**src/rtl/rsa_ctrl_pkg.sv**
```systemverilog
// -----------------------------------------------------------------------------
// rsa_ctrl_pkg
// Shared types and defaults for the RSA processor run controller.
//   run_state_t        : controller FSM states
//   DRAIN_CYCLES_DEF   : default cycles held after end-PC detection
//   TIMEOUT_CYCLES_DEF : default RUN-state watchdog limit
//   is_busy()          : true while the core owns the data-memory port
// -----------------------------------------------------------------------------
package rsa_ctrl_pkg;

  typedef enum logic [1:0] {
    IDLE  = 2'd0,
    RUN   = 2'd1,
    DRAIN = 2'd2,
    DONE  = 2'd3
  } run_state_t;

  localparam int unsigned DRAIN_CYCLES_DEF   = 4;
  localparam int unsigned TIMEOUT_CYCLES_DEF = 1000000;

  function automatic logic is_busy(input run_state_t s);
    return (s == RUN) || (s == DRAIN);
  endfunction

endpackage

```
**src/rtl/mem_port_mux.sv**
```systemverilog
// -----------------------------------------------------------------------------
// mem_port_mux
// Combinational owner-select for the single data-memory port.
//   host_own                         : 1 = host drives the port, 0 = core does
//   host_we/host_addr/host_wdata     : host request
//   host_rdata                       : read data to host (0 when core owns)
//   cpu_mem_write/cpu_addr/cpu_wdata : core M-stage request
//   cpu_rdata                        : read data to core (0 when host owns)
//   mem_we/mem_addr/mem_wdata        : memory request
//   mem_rdata                        : memory read data (asynchronous read)
// -----------------------------------------------------------------------------
module mem_port_mux #(
  parameter int unsigned DATA_W = 32
) (
  input  logic              host_own,
  input  logic              host_we,
  input  logic [DATA_W-1:0] host_addr,
  input  logic [DATA_W-1:0] host_wdata,
  output logic [DATA_W-1:0] host_rdata,
  input  logic              cpu_mem_write,
  input  logic [DATA_W-1:0] cpu_addr,
  input  logic [DATA_W-1:0] cpu_wdata,
  output logic [DATA_W-1:0] cpu_rdata,
  output logic              mem_we,
  output logic [DATA_W-1:0] mem_addr,
  output logic [DATA_W-1:0] mem_wdata,
  input  logic [DATA_W-1:0] mem_rdata
);

  assign mem_we     = host_own ? host_we    : cpu_mem_write;
  assign mem_addr   = host_own ? host_addr  : cpu_addr;
  assign mem_wdata  = host_own ? host_wdata : cpu_wdata;

  // The side without ownership sees zero so stale data never leaks across.
  assign host_rdata = host_own ? mem_rdata : '0;
  assign cpu_rdata  = host_own ? '0        : mem_rdata;

endmodule

```
**src/rtl/cpu_run_controller.sv**
```systemverilog
// -----------------------------------------------------------------------------
// cpu_run_controller
// Sequences one run of the pipelined RSA core: host preloads memory, the core
// is released, end-PC is detected, the pipeline drains, memory returns to host.
//   clk, reset          : clock; synchronous active-low reset
//   host_go             : start a run (honoured in IDLE/DONE only)
//   host_we/addr/wdata  : host memory access; host_rdata read data
//   host_reject         : host_we seen while the core owned memory
//   end_pc              : PC marking program completion
//   cpu_rst, cpu_start  : core reset (active high) and start pulse
//   cpu_pc, cpu_mem_write, cpu_addr, cpu_wdata, cpu_rdata : core interface
//   mem_we/addr/wdata, mem_rdata : the single data-memory port
//   busy, done, timeout : run status (done/timeout sticky until next run)
//   cycle_count         : RUN+DRAIN cycles of the last/current run
// -----------------------------------------------------------------------------
module cpu_run_controller
  import rsa_ctrl_pkg::*;
#(
  parameter int unsigned DATA_W         = 32,
  parameter int unsigned DRAIN_CYCLES   = DRAIN_CYCLES_DEF,
  parameter int unsigned TIMEOUT_CYCLES = TIMEOUT_CYCLES_DEF,
  parameter int unsigned CNT_W          = 32
) (
  input  logic              clk,
  input  logic              reset,
  input  logic              host_go,
  input  logic              host_we,
  input  logic [DATA_W-1:0] host_addr,
  input  logic [DATA_W-1:0] host_wdata,
  output logic [DATA_W-1:0] host_rdata,
  output logic              host_reject,
  input  logic [DATA_W-1:0] end_pc,
  output logic              cpu_rst,
  output logic              cpu_start,
  input  logic [DATA_W-1:0] cpu_pc,
  input  logic              cpu_mem_write,
  input  logic [DATA_W-1:0] cpu_addr,
  input  logic [DATA_W-1:0] cpu_wdata,
  output logic [DATA_W-1:0] cpu_rdata,
  output logic              mem_we,
  output logic [DATA_W-1:0] mem_addr,
  output logic [DATA_W-1:0] mem_wdata,
  input  logic [DATA_W-1:0] mem_rdata,
  output logic              busy,
  output logic              done,
  output logic              timeout,
  output logic [CNT_W-1:0]  cycle_count
);

  // Wide enough to hold DRAIN_CYCLES-1.
  localparam int unsigned DRAIN_W = (DRAIN_CYCLES > 1) ? $clog2(DRAIN_CYCLES) : 1;

  if (DRAIN_CYCLES == 0) begin : g_bad_drain
    $error("cpu_run_controller: DRAIN_CYCLES must be at least 1");
  end

  run_state_t         state_q,   state_d;
  logic [DRAIN_W-1:0] drain_q,   drain_d;
  logic [CNT_W-1:0]   cycle_q,   cycle_d;
  logic               done_q,    done_d;
  logic               timeout_q, timeout_d;
  logic               start_q,   start_d;
  logic               reject_q,  reject_d;
  logic               busy_q,    busy_d;
  logic               cpu_rst_q, cpu_rst_d;

  logic [CNT_W-1:0]   cycle_inc;
  logic               end_hit;
  logic               wd_expired;

  assign cycle_inc  = (cycle_q == '1) ? cycle_q : cycle_q + CNT_W'(1);
  assign end_hit    = (cpu_pc == end_pc);
  assign wd_expired = (cycle_q == CNT_W'(TIMEOUT_CYCLES - 1));

  // NOTE: every signal written here gets a default first, so no path leaves
  // one unassigned and no latch is inferred.
  always_comb begin
    state_d   = state_q;
    drain_d   = drain_q;
    cycle_d   = cycle_q;
    done_d    = done_q;
    timeout_d = timeout_q;
    start_d   = 1'b0;
    reject_d  = 1'b0;

    unique case (state_q)
      IDLE, DONE: begin
        if (host_go) begin
          state_d   = RUN;
          done_d    = 1'b0;
          timeout_d = 1'b0;
          cycle_d   = '0;
          start_d   = 1'b1;
        end
      end
      RUN: begin
        reject_d = host_we;
        cycle_d  = cycle_inc;
        // End-PC takes priority over a watchdog expiry in the same cycle.
        if (end_hit) begin
          state_d = DRAIN;
          drain_d = DRAIN_W'(DRAIN_CYCLES - 1);
        end else if (wd_expired) begin
          state_d   = DONE;
          timeout_d = 1'b1;
        end
      end
      DRAIN: begin
        reject_d = host_we;
        cycle_d  = cycle_inc;
        if (drain_q == '0) begin
          state_d = DONE;
          done_d  = 1'b1;
        end else begin
          drain_d = drain_q - DRAIN_W'(1);
        end
      end
      default: state_d = IDLE;
    endcase

    // Status outputs are registered from the next state so they line up with it.
    busy_d    = is_busy(state_d);
    cpu_rst_d = !busy_d;
  end

  // NOTE: reset is sampled on the clock edge (synchronous); asserting it
  // mid-run drops straight to IDLE without draining.
  always_ff @(posedge clk) begin
    if (!reset) begin
      state_q   <= IDLE;
      drain_q   <= '0;
      cycle_q   <= '0;
      done_q    <= 1'b0;
      timeout_q <= 1'b0;
      start_q   <= 1'b0;
      reject_q  <= 1'b0;
      busy_q    <= 1'b0;
      cpu_rst_q <= 1'b1;
    end else begin
      // NOTE: non-blocking assignments so every register sees pre-edge values.
      state_q   <= state_d;
      drain_q   <= drain_d;
      cycle_q   <= cycle_d;
      done_q    <= done_d;
      timeout_q <= timeout_d;
      start_q   <= start_d;
      reject_q  <= reject_d;
      busy_q    <= busy_d;
      cpu_rst_q <= cpu_rst_d;
    end
  end

  assign busy        = busy_q;
  assign done        = done_q;
  assign timeout     = timeout_q;
  assign cycle_count = cycle_q;
  assign cpu_start   = start_q;
  assign cpu_rst     = cpu_rst_q;
  assign host_reject = reject_q;

  // Ownership follows the registered state, keeping the mux glitch-free.
  mem_port_mux #(
    .DATA_W (DATA_W)
  ) u_mem_port_mux (
    .host_own      (!is_busy(state_q)),
    .host_we       (host_we),
    .host_addr     (host_addr),
    .host_wdata    (host_wdata),
    .host_rdata    (host_rdata),
    .cpu_mem_write (cpu_mem_write),
    .cpu_addr      (cpu_addr),
    .cpu_wdata     (cpu_wdata),
    .cpu_rdata     (cpu_rdata),
    .mem_we        (mem_we),
    .mem_addr      (mem_addr),
    .mem_wdata     (mem_wdata),
    .mem_rdata     (mem_rdata)
  );

endmodule

```
**config.mk**
```make
export PLATFORM = sky130hd
export DESIGN_NAME = cpu_run_controller
export DESIGN_NICKNAME = d
export VERILOG_FILES = /design/src/rtl/rsa_ctrl_pkg.sv /design/src/rtl/mem_port_mux.sv /design/src/rtl/cpu_run_controller.sv
export SDC_FILE = /design/constraint.sdc
export NUM_CORES = 1
export LEC_CHECK = 0
export CAP_MARGIN = 20
export CORE_AREA = 2 2 154 156
export CTS_CLUSTER_DIAMETER = 80
export DETAILED_ROUTE_END_ITERATION = 10
export DIE_AREA = 0 0 156 158
export SETUP_SLACK_MARGIN = 0.5
export SLEW_MARGIN = 20
export SYNTH_ARGS = -nofsm -noshare
export SYNTH_HDL_FRONTEND = slang
export SYNTH_SLANG_ARGS = --single-unit
```
**constraint.sdc**
```tcl
create_clock -name clk -period 2.8 [get_ports clk]
set_input_delay 0.42 -clock clk [delete_from_list [all_inputs] [get_ports clk]]
set_output_delay 0.42 -clock clk [all_outputs]
set_load 0.01 [all_outputs]
```
# == Word level (Yosys, flattened, before mapping) ==
# Cells that the tools add are included.
# totals
reg_bits,42
latch_bits,0
ramBits,0
rom_bits,0
output_inout_bits,167
word_cells,65
n_memories,0
# classes
n_addsub,2
multipliers,0
div,0
n_lt_le_gt_ge,0
eq_ne,15
n_shift,0
mux,23
n_bitwise,0
reduce_logical,16
# op_table
op,count
two-way mux 32 bit,6
case mux 32 bit (2 select lines),1
"adder 32 x 1 -> 32 bit, second input constant",1
"equality test 32 x 20 -> 1 bit, second input constant",1
equality test 32 bit,1
"equality test 32 bit, second input constant",1
"!= test 2 bit, second input constant",7
two-way mux 2 bit,6
"equality test 2 bit, second input constant",3
two-way mux 1 bit,6
case mux 2 bit (3 select lines),1
AND reduction 2 bit,3
AND reduction 3 bit,2
nonzero test 2 bit,3
"equality test 2 x 1 -> 1 bit, second input constant",2
zero test 2 bit,2
case mux 1 bit (2 select lines),2
case mux 2 bit (2 select lines),1
AND reduction 4 bit,1
OR reduction 2 bit,2
logical OR 1 bit,2
"subtractor 2 x 1 -> 2 bit, second input constant",1
zero test 1 bit,1

# == Depth between registers and ports, before layout ==
# depth
depth_word,7
depth_mapped,10
depth_no_buf,7

# == Cells and area by module ==
# A second synthesis with hierarchy kept.
# hier_totals
hier_cells,448
area_unflattened_um2,3911.3
# modules_own_cells
mod,n_inst,cells_per_inst,area_per_inst_um2,seq_area_each_um2
cpu_run_controller,1,305,2528.7,840.8
mem_port_mux,1,143,1382.6,0.0

# == Least setup slack after synthesis ==
# No wires, ideal clock.
# synth_timing
kind,register to output
startpoint,register state_q[0]
endpoint,output port mem_addr[25]
arrival_ns,1.978
path_slack_ns,0.402
path_stages_with_launch,8
n_path_buf,4
cell_sequence,dfxtp_1 -> inv_1 -> ha_1 -> buf_4 -> clkbuf_1 -> buf_2 -> buf_1 -> mux2_2
# synth_via
elab_chain_len,3
elab_cells_between_ends,4
classes_between,eq/ne: 2; mux: 1; reduce/logical: 1
# synth_rtl
item,line,text
start: declaration,cpu_run_controller.sv:57,"run_state_t state_q, state_d;"
start signal: assignment,cpu_run_controller.sv:141,state_q <= state_d;
equality test 2 x 1 -> 1 bit or equality test 2 bit (tied branches),rsa_ctrl_pkg.sv:22,return (s == RUN) || (s == DRAIN);
logical OR 1 bit *,rsa_ctrl_pkg.sv:22,
two-way mux 32 bit *,mem_port_mux.sv:31,assign mem_addr = host_own ? host_addr : cpu_addr;
end: declaration,cpu_run_controller.sv:41,"output logic [DATA_W-1:0] mem_addr,"
# Mark *: on every way between the ends. The rest lies on a longest branch, timed or not.

# == Worst setup path after layout ==
# layout_timing
startpoint,register state_q[0]
endpoint,output port mem_wdata[4]
# layout_via
elab_chain_len,3
elab_cells_between_ends,4
classes_between,eq/ne: 2; mux: 1; reduce/logical: 1
# layout_rtl
item,line,text
equality test 2 x 1 -> 1 bit or equality test 2 bit (tied branches),rsa_ctrl_pkg.sv:22,
logical OR 1 bit *,rsa_ctrl_pkg.sv:22,
two-way mux 32 bit *,mem_port_mux.sv:32,assign mem_wdata = host_own ? host_wdata : cpu_wdata;
end: declaration,cpu_run_controller.sv:42,"output logic [DATA_W-1:0] mem_wdata,"
# Marked as above.

==> flow_summary.yaml <==
timing:
  finalSetupViolCount: 0
  fin_skew_ns: 0.00764
  finalMaxSlewViolations: 0
  min_period_over_period: 0.854
  fin_tns_setup_ns: 0
  finalCriticalPeriod_ns: 2.39
  max_freq_mhz: 418
  tightest_slew_ns: 0.384
  final-hold-violation-count: 0
  rsz0062_at_grt: "true"
  relSlewSlack: 0.742
routing:
  drtPass1Iterations: 4
  via_per_inst: 4.46
  postRouteAntennaNets: 0
  drt-total-wl_microns: 22000
  dr.first_iter.drc_count: 168
  wl_per_cell_microns: 18.3
  drc: 0
  dr_total_vias: 5347
synthesis:
  synth-seq-cells: 42
  yosysSeqAreaShare: 0.210
  synth_nets: 717
  synth-main-ff-cell: "dfxtp_1"
  synth_cell_types: 53
  synth-edff-count: 0
  yosys_warnings: 0
  synth.avg_cell_area_sq_um: 8.26
  async_flop_share: 0
  syn_inst: 484
  synth_area_sq_um: 4000
placement:
  dp_hpwl_microns: 17400
  io_buffer_count: 395
  dp.cells: 1151
  gp_congestion: 0.835
worst_setup_path:
  r2r-end: "cycle_count[3]"
  required_ns: 2.38
  crit_chain: "inv_2 -> ha_4 -> buf_12 -> buf_12 -> buf_12 -> buf_16 -> buf_4 -> mux2_2 -> buf_2"
  start_kind: "register"
  rr_startpoint: "state_q[0]"
  crit_buf_inv: 7
  reg2regPathDepth: 9
  arrival_ns: 1.97
  crit_path_end_kind: "output pin"
  r2r_slack_ns: 0.57
  crit_slowest_cell: "dfxtp_2"
  cp_top_family: "buffers and inverters"
  slowest_delay_ns: 0.33
  crit_path_frequent_cell: "buf_12"
  crit_type: "reg2out"
  crit_fanout: 7
power_and_ir_drop:
  p_leak_nw: 3.57
  power.density_nw_per_um2: 364
  peakVddDrop_v: 0.000222
final_layout:
  seq_area_sq_um: 846
  final_cells: 1199
  multi_input_area_sq_um: 3100
  drive_above_1_share: 0.193
  nets: 1140
  fillers: 2334
  final_common_cell: "clkdlybuf4s50_1"
  syn_to_final_growth_pct: 125
  mostFrequentLayoutCells: "clkdlybuf4s50_1 (266), dlygate4sd2_1 (90), mux2_2 (50), dfxtp_1 (40), and2_1 (38)"
global_routing:
  track_usage: 0.163
  grt_overflow_total: 0
  antenna_found_initial: 1
  grt_first_pass_wirelength_microns: 30700
  grt_max_degree: 29
  first_global_vias: 5047
clock_network:
  path_clk_slew_ns: 0.06
  clockBufferDepth: 2
  clock-sinks: 42
  worstSkewPairLatency_ns: 0.29
  cts_tree: "built"
  root_buffer: "clkbuf_16"
  cts_max_level: 2
  numCtsBuffers: 5
  cts_hold_buf: 0
floorplan:
  coreArea_sq_um: 23100
  row_count: 56
  die_w_microns: 156
  initial_core_util: 0.173
  die_y_microns: 158
  die-area_sq_um: 24600
  num_io_pins: 396
outcome:
  status: "finished, final reports clean"
worst_hold_path:
  hp-start: "timeout"
  hp-class: "reg2reg"
  min_to: "timeout"
  whs_path_depth: 2
flow_run:
  maxCapViolations: 0
-- layout make-up --
class,instances,area share
timing repair buffer,442,0.497
clock buffer,6,0.0143
clock inverter,2,0.00418
inverter,11,0.00459
tap,290,0.0404
sequential,42,0.0941
antenna,1,0.000278
multi-input combinational,405,0.345
-- metrics by stage --
step                       util  power [W]  area [sq um]  hold WS, ns  setup slack, ns
after CTS                 0.372    0.00309          8580        0.493            0.355
after detailed placement  0.360    0.00241          8310        0.481            0.112
after global placement    0.360    0.00241          8310        0.477            0.146
final                     0.390    0.00327          8990        0.493            0.409
after floorplan               -    0.00136          4000        0.502            0.509
after global routing      0.390    0.00344          8990        0.545            0.334
-- routing by layer --
layer	GRT usage	wire (microns)	share of wire	vias to the layer above
met1	0.196	8610	0.39	2476
met4	0.0371	454	0.021	0
met5	0	0	0	-
met2	0.282	11100	0.50	204
li1	-	-	-	2642
met3	0.0547	1860	0.084	25
-- synth_stat cells, types with 8 or more instances --
cell	number	share of area
o31ai_1	20	0.038
nand4_1	18	0.028
dfxtp_1	42	0.21
nand3_1	11	0.014
xnor2_1	32	0.070
or4_1	18	0.034
nand2_1	28	0.026
inv_1	10	0.0094
o21ai_0	8	0.010
a21oi_1	36	0.045
mux2_2	65	0.18
or3_1	8	0.013
clkbuf_1	20	0.019
nor2b_1	34	0.053
and2_1	38	0.059
-- logic make-up after synthesis --
logic type	synth area share
AOI/OAI and AO/OA	0.138
xor gates and xnor gates	0.0701
adders and majority gates	0.0125
buffers and inverters	0.0473
DFF	0.210
muxes	0.196
and+or+nand+nor	0.326
-- how the worst max path moves through the flow --
| stage | startpoint | depth (start not counted) | endpoint |
|---|---|---|---|
| after floorplan | state_q[0] | 7 | mem_addr[15] |
| after global placement | state_q[0] | 5 | mem_wdata[1] |
| after detailed placement | state_q[0] | 5 | mem_wdata[8] |
| after CTS | state_q[0] | 8 | mem_addr[12] |
| after global routing | state_q[0] | 9 | mem_wdata[4] |
| final | state_q[0] | 9 | mem_wdata[4] |
-- what timing repair did --
action	in CTS	in global routing
setup buffers	14	14
gates cloned	5	6
gates resized for setup	207	78
pin swaps	3	2
endpoints found under the setup margin	159	86
-- report_power, final --
part / internal [W] / switching [W]
Sequential: 0.000618 / 0.0000109
Combinational: 0.00119 / 0.000780
Clock: 0.000422 / 0.000249
Total: 0.00223 / 0.00104
-- registers in the layout, indices dropped and copies added, names as in the netlist --
| register | count |
|---|---|
| cycle_count | 32 |
| drain_q | 2 |
| state_q | 2 |
| busy | 1 |
| cpu_rst | 1 |
| cpu_start | 1 |
| done | 1 |
| host_reject | 1 |
| timeout | 1 |
-- worst reg2reg max path: cells and delay by family, from the launching register on --
| kind | cells | cell delay [ns] |
|---|---|---|
| compound gates | 1 | 0.14 |
| buf+inv | 3 | 0.29 |
| flops | 1 | 0.33 |
| fa+ha+maj | 1 | 0.30 |
| simple gates | 4 | 1.12 |
No activity file was read; power rests on OpenSTA's default activity.
